[config.mk]
export PLATFORM = sky130hd
export DESIGN_NAME = isa_mode_tracker_flat
export DESIGN_NICKNAME = d
export VERILOG_FILES = /design/src/rtl/isa_pkg.sv /design/src/rtl/isa_mode_tracker_if.sv /design/src/rtl/isa_onehot_pick.sv /design/src/rtl/isa_mode_tracker.sv /design/src/flat_wrapper.sv
export SDC_FILE = /design/constraint.sdc
export NUM_CORES = 1
export LEC_CHECK = 0
export CORE_MARGIN = 5
export CORE_UTILIZATION = 52
export CTS_CLUSTER_DIAMETER = 200
export DETAILED_ROUTE_END_ITERATION = 7
export PLACE_DENSITY_LB_ADDON = 0.3
export SLEW_MARGIN = 20
export SYNTH_ARGS = -nofsm -noshare
export SYNTH_HDL_FRONTEND = slang
export SYNTH_HIERARCHICAL = 1
export SYNTH_SLANG_ARGS = --single-unit
[constraint.sdc]
create_clock -name clk -period 6.5 [get_ports clk]
set_clock_uncertainty 0.2 [all_clocks]
set_input_delay 1.3 -clock clk [delete_from_list [all_inputs] [get_ports clk]]
set_output_delay 1.3 -clock clk [all_outputs]
set_load 0.01 [all_outputs]
[src/rtl/isa_pkg.sv]
// Shared ISA indices and mode tracker state type.
// Imported by the tracker and its helper.
package isa_pkg;

  localparam int ISA_RV  = 0;
  localparam int ISA_ARM = 1;

  typedef enum logic {
    STABLE,
    CANDIDATE
  } state_t;

endpackage

[src/rtl/isa_mode_tracker_if.sv]
// Decode-side bundle for the ISA mode tracker.
// master drives decode/force inputs; slave is the tracker.
interface isa_mode_tracker_if #(
  parameter int NISA  = 2,
  parameter int CNTW  = 16,
  parameter int MODEW = $clog2(NISA)
);
  logic [NISA-1:0]  validD;
  logic             instrValidD;
  logic             wasNotFlushed;
  logic             stallD;
  logic             forceEn;
  logic [MODEW-1:0] forceMode;
  logic [MODEW-1:0] modeD;
  logic             illegalD;
  logic             modeSwitchE;
  logic [CNTW-1:0]  switchCount;

  modport master (
    output validD, instrValidD, wasNotFlushed,
    output stallD, forceEn, forceMode,
    input  modeD, illegalD, modeSwitchE, switchCount
  );

  modport slave (
    input  validD, instrValidD, wasNotFlushed,
    input  stallD, forceEn, forceMode,
    output modeD, illegalD, modeSwitchE, switchCount
  );
endinterface

[src/rtl/isa_onehot_pick.sv]
// Flags a vector with exactly one bit set and
// returns that bit's index (vec in; single, idx out).
module isa_onehot_pick
  import isa_pkg::*;
#(
  parameter int NISA  = 2,
  parameter int MODEW = $clog2(NISA)
) (
  input  logic [NISA-1:0]  vec,
  output logic             single,
  output logic [MODEW-1:0] idx
);

  assign single = (vec != '0) &&
                  ((vec & (vec - NISA'(1))) == '0);

  always_comb begin
    idx = '0;
    for (int i = 0; i < NISA; i++)
      if (vec[i]) idx = MODEW'(i);
  end

endmodule

[src/rtl/isa_mode_tracker.sv]
// Decode-stage ISA mode tracker with switch hysteresis.
// Ports: clk, reset (sync, high), bus (slave modport).
module isa_mode_tracker
  import isa_pkg::*;
#(
  parameter int NISA       = 2,
  parameter int CONFIRM    = 1,
  parameter int RESET_MODE = ISA_RV,
  parameter int CNTW       = 16,
  parameter int MODEW      = $clog2(NISA)
) (
  input  logic           clk,
  input  logic           reset,
  isa_mode_tracker_if.slave bus
);

  localparam int CW = $clog2(CONFIRM + 1);

  state_t           state_q, state_d;
  logic [MODEW-1:0] mode_q, mode_d;
  logic [MODEW-1:0] cand_q, cand_d;
  logic [CW-1:0]    cnt_q, cnt_d;
  logic [CW-1:0]    nxt;
  logic             pulse_q;
  logic [CNTW-1:0]  swcnt_q;
  logic [MODEW-1:0] mode_out;
  logic             illegal;
  logic             commit;
  logic             qual;
  logic             hit;
  logic             force_ok;
  logic [NISA-1:0]  others;
  logic             single;
  logic [MODEW-1:0] idx;

  assign qual = bus.instrValidD & bus.wasNotFlushed &
                ~bus.stallD;
  assign hit = bus.validD[mode_q];
  assign others = bus.validD & ~(NISA'(1) << mode_q);
  assign force_ok = bus.forceEn &&
                    (int'(bus.forceMode) < NISA);

  isa_onehot_pick #(
    .NISA  (NISA),
    .MODEW (MODEW)
  ) u_pick (
    .vec    (others),
    .single (single),
    .idx    (idx)
  );

  always_comb begin
    state_d  = state_q;
    mode_d   = mode_q;
    cand_d   = cand_q;
    cnt_d    = cnt_q;
    nxt      = CW'(1);
    commit   = 1'b0;
    mode_out = mode_q;
    illegal  = 1'b0;
    if (qual) begin
      unique case (1'b1)
        hit: begin
          state_d = STABLE;
          cnt_d   = '0;
        end
        (!hit && single): begin
          // Same candidate continues the run;
          // anything else restarts it at one.
          if (state_q == CANDIDATE && cand_q == idx)
            nxt = (cnt_q == CW'(CONFIRM)) ?
                  cnt_q : cnt_q + CW'(1);
          cand_d  = idx;
          state_d = CANDIDATE;
          cnt_d   = nxt;
          if (nxt == CW'(CONFIRM)) begin
            mode_d   = idx;
            mode_out = idx;
            state_d  = STABLE;
            cnt_d    = '0;
            commit   = 1'b1;
          end
        end
        (!hit && !single): begin
          state_d = STABLE;
          cnt_d   = '0;
        end
      endcase
      illegal = ~bus.validD[mode_out];
    end
    // Execute redirect overrides decode, even
    // when decode is stalled.
    if (force_ok) begin
      mode_d  = bus.forceMode;
      state_d = STABLE;
      cnt_d   = '0;
      commit  = (bus.forceMode != mode_q);
    end
  end

  always_ff @(posedge clk) begin
    if (reset) begin
      state_q <= STABLE;
      mode_q  <= MODEW'(RESET_MODE);
      cand_q  <= '0;
      cnt_q   <= '0;
      pulse_q <= 1'b0;
      swcnt_q <= '0;
    end else begin
      state_q <= state_d;
      mode_q  <= mode_d;
      cand_q  <= cand_d;
      cnt_q   <= cnt_d;
      pulse_q <= commit;
      if (commit) swcnt_q <= swcnt_q + CNTW'(1);
    end
  end

  assign bus.modeD       = mode_out;
  assign bus.illegalD    = illegal;
  assign bus.modeSwitchE = pulse_q;
  assign bus.switchCount = swcnt_q;

endmodule

[src/flat_wrapper.sv]
// flat-port wrapper written by rule: the top's interface ports become plain ports
module isa_mode_tracker_flat import isa_pkg::*;
#(
  parameter int NISA       = 2,
  parameter int CONFIRM    = 1,
  parameter int RESET_MODE = ISA_RV,
  parameter int CNTW       = 16,
  parameter int MODEW      = $clog2(NISA)
)
  (clk, reset, bus_validD, bus_instrValidD, bus_wasNotFlushed, bus_stallD, bus_forceEn, bus_forceMode, bus_modeD, bus_illegalD, bus_modeSwitchE, bus_switchCount);
  isa_mode_tracker_if #(.NISA(NISA), .CNTW(CNTW), .MODEW(MODEW)) bus_i ();
  input  logic clk;
  input  logic reset;
  input wire logic [$bits(bus_i.validD)-1:0] bus_validD;
  input wire logic [$bits(bus_i.instrValidD)-1:0] bus_instrValidD;
  input wire logic [$bits(bus_i.wasNotFlushed)-1:0] bus_wasNotFlushed;
  input wire logic [$bits(bus_i.stallD)-1:0] bus_stallD;
  input wire logic [$bits(bus_i.forceEn)-1:0] bus_forceEn;
  input wire logic [$bits(bus_i.forceMode)-1:0] bus_forceMode;
  output wire logic [$bits(bus_i.modeD)-1:0] bus_modeD;
  output wire logic [$bits(bus_i.illegalD)-1:0] bus_illegalD;
  output wire logic [$bits(bus_i.modeSwitchE)-1:0] bus_modeSwitchE;
  output wire logic [$bits(bus_i.switchCount)-1:0] bus_switchCount;
  assign bus_i.validD = bus_validD;
  assign bus_i.instrValidD = bus_instrValidD;
  assign bus_i.wasNotFlushed = bus_wasNotFlushed;
  assign bus_i.stallD = bus_stallD;
  assign bus_i.forceEn = bus_forceEn;
  assign bus_i.forceMode = bus_forceMode;
  assign bus_modeD = bus_i.modeD;
  assign bus_illegalD = bus_i.illegalD;
  assign bus_modeSwitchE = bus_i.modeSwitchE;
  assign bus_switchCount = bus_i.switchCount;
  isa_mode_tracker #(.NISA(NISA), .CONFIRM(CONFIRM), .RESET_MODE(RESET_MODE), .CNTW(CNTW), .MODEW(MODEW)) u_core (.clk(clk), .reset(reset), .bus(bus_i));
endmodule
# Word level (Yosys, flattened, before mapping)
# Cells that the tools add are included.
[classes] add_sub_neg=3 order_cmp=2 eq_ne=2 shift=1 mux=22 bitwise_logic=7 n_reduce_logical=13
[ops] cell="2-to-1 mux 1 bit" count=21
[ops] cell="adder 16 x 1 -> 16 bit (second input constant)" count=1
[ops] cell="bitwise AND 2 bit" count=2
[ops] cell="logical AND 1 bit" count=4
[ops] cell="less-than comparator 1 x 2 -> 1 bit (second input constant)" count=2
[ops] cell="nonzero test 2 bit" count=2
[ops] cell="OR reduction 2 bit" count=2
[ops] cell="OR reduction 3 bit" count=1
[ops] cell="bitwise AND 1 bit" count=2
[ops] cell="logical NOT 1 bit" count=2
[ops] cell="logical NOT 2 bit" count=1
[ops] cell="inverter 1 bit" count=2
[ops] cell="inverter 2 bit" count=1
[ops] cell="case mux 1 bit (2 select lines)" count=1
[ops] cell="AND reduction 2 bit" count=1
[ops] cell="left shift 1 x 1 -> 2 bit (first input constant)" count=1
[ops] cell="subtractor 2 x 1 -> 2 bit (second input constant)" count=1
[ops] cell="adder 1 bit (second input constant)" count=1
[ops] cell="== test 1 bit" count=1
[ops] cell="!= test 1 bit" count=1
[word_totals] regBits=21 input_bits=9

# Longest topological paths before layout
[depth] ltp_word=17 mapped_depth=8 depth_no_buf=6

# By module
# Netlist, hierarchy kept.
[by_module_without_submodules] module="isa_mode_tracker" n_inst=1 cells_per_inst=135 area_per_inst_um2=1149.9
[by_module_without_submodules] module="isa_onehot_pick" n_inst=1 cells_per_inst=2 area_per_inst_um2=16.3

# Worst setup path after synthesis
# No wires, ideal clock.
[synth_timing] path_type="input port to output port" from="in bus_validD[0]" to="out bus_illegalD" arrival_ps=2454 required_ps=5000 setup_slack_ps=2546 stages=5 path_buffers=0 cell_sequence="and2_1 > xor2_1 > a21oi_1 > nor2b_1 > a2111oi_0"
[synth_via] elab_chain_cells=12 elab_cells_between_ends=16 classes_between="add/sub (1); mux (7); bitwise (3); reduce/logical (5)"
[synth_lines] element="start, declared" line="flat_wrapper.sv:14" source="input wire logic [$bits(bus_i.validD)-1:0] bus_validD;"
[synth_lines] element="bitwise AND 2 bit (*)" line="isa_mode_tracker.sv:39" source="assign others = bus.validD & ~(NISA'(1) << mode_q);"
[synth_lines] element="subtractor 2 x 1 -> 2 bit" line="isa_onehot_pick.sv:15" source="((vec & (vec - NISA'(1))) == '0);"
[synth_lines] element="bitwise AND 2 bit" line="isa_onehot_pick.sv:15"
[synth_lines] element="logical NOT 2 bit" line="isa_onehot_pick.sv:15"
[synth_lines] element="logical AND 1 bit (*)" line="isa_onehot_pick.sv:14" source="assign single = (vec != '0) &&"
[synth_lines] element="net u_core.single" line="isa_mode_tracker.sv:33" source="logic single;"
[synth_lines] element="logical AND 1 bit (*)" line="isa_mode_tracker.sv:67" source="(!hit && single): begin"
[synth_lines] element="2-to-1 mux 1 bit (*) (2 in series)"
[synth_lines] element="2-to-1 mux 1 bit (implied by the code) (*) (2 in series)" line="isa_mode_tracker.sv:89" source="illegal = ~bus.validD[mode_out];"
[synth_lines] element="inverter 1 bit (*)" line="isa_mode_tracker.sv:89"
[synth_lines] element="2-to-1 mux 1 bit (*)" line="isa_mode_tracker.sv:61" source="if (qual) begin"
[synth_lines] element="end, declared" line="flat_wrapper.sv:21" source="output wire logic [$bits(bus_i.illegalD)-1:0] bus_illegalD;"
# Mark *: on every way through the listed nets, which the timed path passes. The rest lies on a longest branch. The select of a mux whose other input is x is not followed.

# Worst setup path in the final report
[layout_timing] from="in bus_validD[1]" to="out bus_modeD"
[layout_via] elab_cells_between_ends=20 classes_between="add/sub (1); eq/ne (1); mux (10); bitwise (2); reduce/logical (6)"
[layout_lines] element="bitwise AND 2 bit (*)" line="isa_mode_tracker.sv:39"
[layout_lines] element="net u_core.others[1]" line="isa_mode_tracker.sv:32" source="logic [NISA-1:0] others;"
[layout_lines] element="subtractor 2 x 1 -> 2 bit" line="isa_onehot_pick.sv:15"
[layout_lines] element="bitwise AND 2 bit" line="isa_onehot_pick.sv:15"
[layout_lines] element="logical NOT 2 bit" line="isa_onehot_pick.sv:15"
[layout_lines] element="logical AND 1 bit (*)" line="isa_onehot_pick.sv:14"
[layout_lines] element="net u_core.single" line="isa_mode_tracker.sv:33"
[layout_lines] element="logical AND 1 bit (*)" line="isa_mode_tracker.sv:67"
[layout_lines] element="2-to-1 mux 1 bit (*) (2 in series)"
[layout_lines] element="2-to-1 mux 1 bit (*)" line="isa_mode_tracker.sv:61"
[layout_lines] element="end, declared" line="flat_wrapper.sv:20" source="output wire logic [$bits(bus_i.modeD)-1:0] bus_modeD;"
# Marked as above.

==> metrics.cfg <==
[status]
status = complete, no violations

[timing]
worst_pin_slew_ns = 1.055
min_period_over_period_pct = 77.87
final-hold-violation-count = 0
slew_headroom_pct = 29.44
rsz0062_at_grt = no
period_minus_slack_ns = 5.061
slew_violations = 0
fmax_mhz = 197.6
final.setup.tns_ns = 0
setup_viol = 0

[clocking]
worstSkewPairLatency_ns = 0.29
cts-hold-fix-buffers = 0
cts_setup_buffers = 0
cts_buffers = 3
tritoncts = built
clkSlewWorstSetupHoldPaths_ns = 0.11
numClockSinks = 18
clockBufferDepth = 2
cts_max_level = 1
cts_root_buffer = clkbuf_4
cts_resized = 0

[global_routing]
grt_max_degree = 32
grt_pass1_wl_microns = 4340
grt-ovfl-total = 0
antenna_found_initial = 0
grt_pass1_vias = 1001
grtUsageTotal_pct = 16.70

[setup_path]
cp_data_required_time_ns = 5.00
cp_max_fo = 5
start_kind = primary input
path_class = in2out
worstSetupEndpointType = output port
arrival_ns = 3.56

[die]
initial_core_util_pct = 53.75
die_width_microns = 57.36
die-area_sq_mm = 0.003290
coreArea_sq_mm = 0.002170
io_pins = 28
die_h_microns = 57.36
row_count = 17

[power_and_ir_drop]
power.leakage_nw = 0.5078
p_clk_share_pct = 32.6
switching_share_pct = 25.76
pwr-share-seq_pct = 52.7
power.share.combinational_pct = 14.7
p_int_mw = 0.1618
p_switching_mw = 0.05614
p_total_mw = 0.2179
peakVddDrop_mv = 0.1155
p_per_area_mw_per_mm2 = 149.0

[route]
drc = 0
dr.first_iter.drc_count = 18
routed_wl_microns = 2666
antenna_left = 0
wire_per_inst_microns = 14.11
viasPerCell = 5.598
dr.pass1.iters = 4
vias = 1058

[logic_synthesis]
synth_most_common_cell = dfxtp_1
yosys.area.top_type = dfxtp_1
ys.flop_type = dfxtp_1
syn-num-nets = 147
synth_edf_count = 0
post_synth.cell_area_avg_sq_um = 8.512
syn_inst = 137
yosysSeqAreaShare_pct = 30.90
syn_area_sq_mm = 0.001166
ys_types = 34
yosysTopAreaCellShare_pct = 30.90
ys_warn_count = 6
async_flop_share_pct = 0
yosys_register_bits = 18
synth_area_leaders = dfxtp_1 31%, mux2_2 11%, nor2b_1 7.5%
synth_common_cells = 18 x dfxtp_1, 15 x nor2_1, 14 x nor2b_1

[placement]
portBuffers = 27
place.gp.congestion = 0.7505
dp_hpwl_microns = 2001

[finish]
nNetsFinal = 172
diodes = 0
final_util_pct = 67.42
drive_above_1_share_pct = 12.42
areaGrowthSynthToFinish_pct = 25.43

[min_path]
hp-class = reg2reg

[run]
drv_cap = 0

==> worst paths after layout <==
path	startpoint	end	slack, ns	depth (start not counted)
worst max-delay path	bus_validD[1]	bus_modeD	1.44	7
worst min-delay path	u_core/bus.switchCount[1]$_SDFFE_PP0P_	u_core/bus.switchCount[1]$_SDFFE_PP0P_	0.33	2
worst max register to register	u_core/mode_q$_SDFFE_PP0P_	u_core/bus.switchCount[15]$_SDFFE_PP0P_	3.60	6
worst min register to register	u_core/bus.switchCount[1]$_SDFFE_PP0P_	u_core/bus.switchCount[1]$_SDFFE_PP0P_	0.33	2
==> cell usage in the layout, fill, tap and decap left out, drive strengths merged <==
cell,netlist,layout
o221ai,1,1
a2111oi,5,5
clkdlybuf4s50,0,27
clkbuf,4,4
ha,1,1
dfxtp,18,18
mux2,14,14
o21ai,4,4
inv,4,4
mux2i,1,1
a211o,1,1
nand4,2,2
o2bb2ai,1,1
and2,3,3
and4b,1,1
nor2b,14,14
or3,1,1
nand3,5,5
nor2,15,15
a21boi,1,1
and3,2,2
xor2,2,2
nand4b,2,2
a21oi,9,9
nor3,3,3
a211oi,4,4
o21a,1,1
or2,1,1
or4b,1,1
nand2,13,13
==> per-stage QoR <==
stage               hold slack (ns)  worst slack (ns)  instance area, sq um  instances
floorplan                    0.3238             2.546                  1166        137
global placement             0.3009             1.569                  1426        185
detailed placement           0.3016             1.449                  1426        185
CTS                          0.3263             1.447                  1463        189
global route                 0.3825             1.303                  1463        189
finish                       0.3266             1.439                  1463        189
==> cell families (layout without fill, tap and decap cells) <==
logic type / count (synthesis) / after routing / share of synthesized area, %
AND/OR/NAND/NOR: 63 / 63 / 28.00
XOR/XNOR: 2 / 2 / 1.502
adder cells (fa/ha/maj): 1 / 1 / 1.073
buffers and inverters: 11 / 35 / 5.150
multiplexers: 15 / 15 / 14.70
AO/OA/AOI/OAI: 27 / 27 / 18.67
flip-flops: 18 / 18 / 30.90
==> sequential cells by signal, summed over array words and instances, names as in the netlist <==
register and count:
u_core/bus.modeSwitchE 1, u_core/mode_q 1, u_core/bus.switchCount 16
==> power groups by stage <==
stage | sequential (mW) | clock (mW) | combinational [mW]
global placement | 0.117 | 0 | 0.0306
floorplan | 0.117 | 0 | 0.0201
global route | 0.115 | 0.0810 | 0.0346
CTS | 0.115 | 0.0727 | 0.0321
finish | 0.115 | 0.0710 | 0.0321
detailed placement | 0.117 | 0 | 0.0318
==> area by class of cell <==
class	count	area (sq um)
Fill cell	190	706.9
Clock buffer	4	36.28
Multi-Input combinational cell	108	745.7
Timing Repair Buffer	27	270.3
Inverter	4	15.01
Tap cell	28	35.03
Sequential cell	18	360.3
==> layer usage <==
layer	up-vias	routed length, microns	GRT usage [%]
met5	-	0	0
met4	0	36	6.954
met3	4	132	3.846
met2	27	1365	28.87
met1	489	1131	19.59
li1	538	-	-
==> worst max-delay path: stages <==
cell and delay (ns):
clkdlybuf4s50_1 0.53, nor2b_1 0.29, xor2_1 0.29, nand4b_1 0.23, o21ai_0 0.20, o2bb2ai_1 0.15, clkdlybuf4s50_1 0.57
Power figures use the tool's default switching activity.
